===== config.mk =====
export PLATFORM = sky130hd
export DESIGN_NAME = sm_dot_accumulator
export DESIGN_NICKNAME = d
export VERILOG_FILES = /design/src/rtl/sm_dot_accumulator.sv
export SDC_FILE = /design/constraint.sdc
export NUM_CORES = 1
export LEC_CHECK = 0
export CAP_MARGIN = 20
export CORE_MARGIN = 4
export CORE_UTILIZATION = 50
export DETAILED_ROUTE_END_ITERATION = 6
export PLACE_DENSITY_LB_ADDON = 0.08
export SYNTH_ARGS = -nofsm -noshare
export SYNTH_HDL_FRONTEND = slang
export SYNTH_SLANG_ARGS = --single-unit

===== constraint.sdc =====
create_clock -name clk -period 7.45 [get_ports clk]
set_input_delay 1.49 -clock clk [delete_from_list [all_inputs] [get_ports clk]]
set_output_delay 1.49 -clock clk [all_outputs]
set_load 0.02 [all_outputs]

===== src/rtl/sm_dot_accumulator.sv =====
// Saturating signed dot-product accumulator: sums 7-bit products per vector
// (up to VEC_LEN beats or in_last) and hands each result out on valid/ready.
module sm_dot_accumulator #(
   parameter int unsigned VEC_LEN = 16,
   parameter int unsigned ACC_W   = 11,
   localparam int unsigned CNT_W  = $clog2(VEC_LEN + 1)
) (
   input  logic             clk,
   input  logic             rst_n,
   input  logic             in_valid,
   output logic             in_ready,
   input  logic [6:0]       prod,
   input  logic             in_last,
   output logic             out_valid,
   input  logic             out_ready,
   output logic [ACC_W-1:0] out_sum,
   output logic             out_sat,
   output logic [CNT_W-1:0] out_count
);

   localparam int unsigned SUM_W = ACC_W + 1;
   localparam logic signed [SUM_W-1:0] SUM_MAX = SUM_W'((1 << (ACC_W - 1)) - 1);
   localparam logic signed [SUM_W-1:0] SUM_MIN = -SUM_MAX;
   localparam logic [ACC_W-1:0] ACC_MAX = ACC_W'((1 << (ACC_W - 1)) - 1);
   localparam logic [ACC_W-1:0] ACC_MIN = ACC_W'(0) - ACC_MAX;

   typedef enum logic {
      ST_IDLE,
      ST_ACC
   } state_e;

   state_e             state_q, state_d;
   logic [ACC_W-1:0]   acc_q, acc_d;
   logic [CNT_W-1:0]   cnt_q, cnt_d;
   logic               sat_q, sat_d;
   logic               out_valid_q, out_valid_d;
   logic [ACC_W-1:0]   out_sum_q, out_sum_d;
   logic               out_sat_q, out_sat_d;
   logic [CNT_W-1:0]   out_count_q, out_count_d;

   logic               accept;
   logic signed [SUM_W-1:0] base;
   logic signed [SUM_W-1:0] sum_raw;
   logic [ACC_W-1:0]   sum_clamp;
   logic               beat_sat;
   logic [CNT_W-1:0]   beats;
   logic               closing;

   assign in_ready  = !out_valid_q || out_ready;
   assign accept    = in_valid && in_ready;
   assign out_valid = out_valid_q;
   assign out_sum   = out_sum_q;
   assign out_sat   = out_sat_q;
   assign out_count = out_count_q;

   // One extra bit of headroom so the overflow can be seen before clamping.
   always_comb begin
      base      = (state_q == ST_IDLE) ? '0 : {acc_q[ACC_W-1], acc_q};
      sum_raw   = base + {{(SUM_W - 7){prod[6]}}, prod};
      sum_clamp = sum_raw[ACC_W-1:0];
      beat_sat  = 1'b0;
      if (sum_raw > SUM_MAX) begin
         sum_clamp = ACC_MAX;
         beat_sat  = 1'b1;
      end else if (sum_raw < SUM_MIN) begin
         sum_clamp = ACC_MIN;
         beat_sat  = 1'b1;
      end
      beats   = cnt_q + CNT_W'(1);
      closing = in_last || (beats == CNT_W'(VEC_LEN));
   end

   always_comb begin
      state_d     = state_q;
      acc_d       = acc_q;
      cnt_d       = cnt_q;
      sat_d       = sat_q;
      out_valid_d = out_valid_q;
      out_sum_d   = out_sum_q;
      out_sat_d   = out_sat_q;
      out_count_d = out_count_q;

      if (out_valid_q && out_ready) begin
         out_valid_d = 1'b0;
      end

      if (accept) begin
         if (closing) begin
            // Closing beat may reload the output in the same cycle it drains.
            out_valid_d = 1'b1;
            out_sum_d   = sum_clamp;
            out_sat_d   = sat_q || beat_sat;
            out_count_d = beats;
            acc_d       = '0;
            cnt_d       = '0;
            sat_d       = 1'b0;
            state_d     = ST_IDLE;
         end else begin
            acc_d   = sum_clamp;
            cnt_d   = beats;
            sat_d   = sat_q || beat_sat;
            state_d = ST_ACC;
         end
      end
   end

   always_ff @(posedge clk or negedge rst_n) begin
      if (!rst_n) begin
         state_q     <= ST_IDLE;
         acc_q       <= '0;
         cnt_q       <= '0;
         sat_q       <= 1'b0;
         out_valid_q <= 1'b0;
         out_sum_q   <= '0;
         out_sat_q   <= 1'b0;
         out_count_q <= '0;
      end else begin
         state_q     <= state_d;
         acc_q       <= acc_d;
         cnt_q       <= cnt_d;
         sat_q       <= sat_d;
         out_valid_q <= out_valid_d;
         out_sum_q   <= out_sum_d;
         out_sat_q   <= out_sat_d;
         out_count_q <= out_count_d;
      end
   end

endmodule

Yosys cells after proc, flatten, opt, wreduce, memory -nomap -nowiden
Cells that the tools add are included.

cells by class
  add/sub/neg operators = 2
  order comparisons = 2
  equal/unequal tests = 1
  muxes and demuxes = 12
  reduce and logical (&&, ||, !) cells = 7

operators with widths
  operator                number
  $mux W11                3
  $add A12 B12 Y12        1
  $gt A12 B11 Y1 const B  1
  $lt A12 B11 Y1 const B  1
  $mux W12                1
  $mux W1                 7
  $add A5 B1 Y5 const B   1
  $eq A5 B5 Y1 const B    1
  $mux W5                 1
  $logic_or A1 B1 Y1      3
  $logic_and A1 B1 Y1     2
  $reduce_and A2 Y1       1
  $logic_not A1 Y1        1

word-level totals
  register bits after elaboration = 36
  output and inout bits = 19

Logic depth before layout (Yosys ltp)
  depth in word-level cells = 7
  gate-level depth with buffers = 11
  mapped depth without buffers = 10

Least setup slack after synthesis
OpenSTA, ideal clock, no wires.

  path kind = input to register
  start point = in prod[0]
  end point = reg out_sat_q, in the netlist out_sat
  setup time = 0.095 ns
  arrival = 3.594 ns
  data required time = 7.355 ns
  slack = 3.760 ns
  cell stages on the path = 9
  path buffers = 0
  path through = ha_1 -> fa_1 -> a21o_1 -> and4_4 -> o21a_1 -> a311oi_2 -> nand4bb_1 -> o311a_1 -> o31ai_1

between the ends
  cells in the longest elaborated chain, start to end = 5
  elaborated cells on any way between the ends = 6

ends and longest elaborated chain
  element                 RTL line  RTL
  from (decl)             12        input logic [6:0] prod,
  $add A12 B12 Y12 (*)    59        sum_raw = base + {{(SUM_W - 7){prod[6]}}, prod};
  $lt A12 B11 Y1          65        end else if (sum_raw < SUM_MIN) begin
  $mux W1                 65
  $mux W1 (*)             62        if (sum_raw > SUM_MAX) begin
  $logic_or A1 B1 Y1 (*)  92        out_sat_d = sat_q || beat_sat;
  to (signal assigned)    124       out_sat_q <= out_sat_d;
  to (decl)               38        logic out_sat_q, out_sat_d;

Every way passes the cells marked *; elsewhere a longest branch is shown, timed or not.
A chain may end at the register's enable or synchronous reset.

Worst setup path in the final report
Ends and elaborated chain as after synthesis.

==> impl_metrics.json <==
{
  "cts-root-buf": "clkbuf_8",
  "grt_start_max_net_pins": 37,
  "cp_max_fo": 17,
  "grt_pass1_wl_um": 8390,
  "multi_input_area_sq_um": 1250,
  "worst_setup_path_end_kind": "register",
  "pwr-share-comb_pct": 40.4,
  "worst_hold_slack_ps": 480,
  "design_area_sq_um": 2630,
  "areaGrowthSynthToFinish_pct": 19.5,
  "cp_slowest_cell": "nor2_1",
  "cts_tree": "built",
  "ys_seq_elements": 36,
  "ff2ff_path_depth": 10,
  "cp.depth": 10,
  "skew_ps": 3.18,
  "hpwl_um": 3660,
  "post_cts_buffers": 0,
  "slew_viol_final": 0,
  "place.gp.congestion": 0.828,
  "die_width_um": 74.3,
  "core_sq_um": 4120,
  "powerDensity_nw_per_um2": 264,
  "insertion_delay_ps": 280,
  "antenna_found_initial": 0,
  "io_buffer_count": 30,
  "start_kind": "input port",
  "syn_area_sq_um": 2200,
  "r2r_start": "state_q$_DFFE_PN0P_",
  "cts_buffers": 5,
  "crit_chain": "clkdlybuf4s50_1 > ha_1 > fa_1 > a21o_1 > and4_4 > o21ai_0 > a21oi_1 > nor2_1 > o311a_1 > o31ai_1",
  "diodes": 0,
  "yosys_warnings": 0,
  "min_from": "out_count[4]$_DFFE_PN0P_",
  "placed_cells": 311,
  "synthArstFlopShare_pct": 100,
  "finalCritPeriodShare_pct": 58.6,
  "p_seq_share_pct": 39.3,
  "drc": 0,
  "synth_area_per_cell_sq_um": 9.21,
  "final_cell_mix": "dfrtp_1, nand2_1, clkdlybuf4s50_1",
  "grt_overflow": 0,
  "min_path_type": "register to register",
  "layout_commonest_cell": "dfrtp_1",
  "num_vias": 1853,
  "antenna_left": 0,
  "drtPass1Iterations": 4,
  "synth_edf_count": 0,
  "nNetsFinal": 294,
  "period_minus_slack_ps": 4360,
  "n_fill_cell": 383,
  "clock_sinks": 36,
  "hold_violations": 0,
  "placed_cell_area_sq_um": 2540,
  "fp.dieH_um": 74.3,
  "path_delay_family": "compound AO/OA/AOI/OAI gates",
  "max_cap_violations": 0,
  "syn_inst": 239,
  "timing.slew.headroom_pct": 34.7,
  "cts.hold.buffers_added": 0,
  "drive_gt1_share_pct": 4.83,
  "grt_pass1_vias": 1767,
  "crit_type": "input port to register",
  "synthFlopType": "dfrtp_1",
  "status": "finished clean",
  "rsz0062_at_grt": "false",
  "p_leak_nw": 1.18,
  "synth_fp_nets": 265,
  "critPathMaxStageDelay_ps": 770,
  "vias_per_cell": 5.81,
  "fmax_mhz": 229,
  "rows": 23,
  "swShare_pct": 36.2,
  "ys_types": 47,
  "seq_area_sq_um": 901,
  "crit_required_ps": 7590,
  "power_w": 0.000693,
  "setup_tns_ps": 0,
  "ir_drop_mv": 0.165,
  "die-area_sq_um": 5530,
  "drt_iter0_markers": 108,
  "routed_wl_um": 4960,
  "holdPathStages": 2,
  "initial_core_util_pct": 53.5,
  "yosysSeqAreaShare_pct": 40.9,
  "crit_buf_inv": 1,
  "htreeDepth": 2,
  "p_int_w": 0.000443,
  "pwr-share-clk_pct": 20.3,
  "wl_per_cell_um": 15.6,
  "clk_pin_slew_ps": 70,
  "ctsResizeCount": 0,
  "final_cells": 319,
  "crit_start": "prod[0]",
  "track_usage_pct": 19.8,
  "clock_path_buffers": 2,
  "cp.arrival_ps": 4510,
  "setup_viol": 0,
  "p_switching_w": 0.000251,
  "num_io_pins": 31,
  "worst_slew_pin_slew_ps": 976
}
## worst paths after layout
check | slack, ps | to
worst max-delay path | 3090 | out_sat$_DFFE_PN0P_
worst min-delay path | 480 | out_count[4]$_DFFE_PN0P_
worst max register to register | 4010 | out_sat$_DFFE_PN0P_
worst min register to register | 480 | out_count[4]$_DFFE_PN0P_
max in group asynchronous | 5510 | cnt_q[2]$_DFFE_PN0P_
min in group asynchronous | 1610 | acc_q[4]$_DFFE_PN0P_
## cells by family (layout without fill, tap and decap cells)
group	count (synthesis)	after routing	synth area share, %
compound gates	80	80	23.5
fa+ha+maj	16	16	9.21
buf+inv	14	44	2.44
simple gates	79	79	17.9
flops	36	36	40.9
mux	5	5	2.44
xor+xnor	9	9	3.58
## cell usage after synthesis, drive strengths merged, types with 2 or more instances
| library cell | count | share of area [%] |
|---|---|---|
| a2111oi | 2 | 0.80 |
| a211o | 2 | 0.80 |
| a21o | 5 | 1.7 |
| a21oi | 10 | 2.3 |
| a22o | 5 | 2.0 |
| a31oi | 9 | 2.6 |
| and2 | 12 | 3.4 |
| buf | 2 | 0.40 |
| clkbuf | 8 | 1.4 |
| dfrtp | 36 | 41 |
| ha | 13 | 7.4 |
| inv | 4 | 0.68 |
| maj3 | 2 | 0.91 |
| mux2 | 3 | 1.5 |
| mux2i | 2 | 0.91 |
| nand2 | 35 | 6.0 |
| nand2b | 3 | 0.85 |
| nand3 | 3 | 0.68 |
| nand3b | 2 | 0.68 |
| nor2 | 11 | 1.9 |
| nor2b | 2 | 0.57 |
| nor3 | 3 | 0.68 |
| o21a | 2 | 0.68 |
| o21ai | 29 | 6.6 |
| o31ai | 6 | 2.0 |
| or3 | 2 | 0.57 |
| xnor2 | 5 | 2.0 |
| xor2 | 4 | 1.6 |
## sequential cells by signal (all words and copies together), names as in the netlist
register and flops:
acc_q 11, out_sum 11, cnt_q 5, out_count 5, out_sat 1, out_valid 1
sat_q 1, state_q 1
## worst min-delay path: cells and delay by family (launching register included)
kind	cells	cell delay (ps)
flip-flops	1	340
AND/OR/NAND/NOR	2	100
## power groups by stage
stage	combinational (W)	sequential, W	clock [W]
after floorplan	0.000144	0.000302	0
after global placement	0.000275	0.000275	0
after detailed placement	0.000280	0.000276	0
after CTS	0.000282	0.000273	0.000145
after global routing	0.000309	0.000279	0.000154
final	0.000280	0.000272	0.000141
## layout make-up
type / count / area share (%)
Multi-Input combinational cell: 189 / 47.4
Sequential cell: 36 / 34.3
Timing Repair Buffer: 32 / 12.0
Clock buffer: 8 / 3.43
Tap cell: 50 / 2.38
Inverter: 4 / 0.571
## routing by layer
metal | vias up | track usage (%) | routed length [um]
li1 | 934 | - | -
met1 | 871 | 28.7 | 2410
met2 | 46 | 29.9 | 2250
met3 | 2 | 4.86 | 292
met4 | 0 | 5.34 | 15
met5 | - | 0 | 0
## per-stage QoR
| step | setup slack (ps) | util, % |
|---|---|---|
| final | 3090 | 63.9 |
| after global routing | 2890 | 63.9 |
| after CTS | 3110 | 63.9 |
| after detailed placement | 2840 | 61.7 |
| after global placement | 2920 | 61.7 |
| after floorplan | 3760 | - |
No activity file was read; power rests on OpenSTA's default activity.
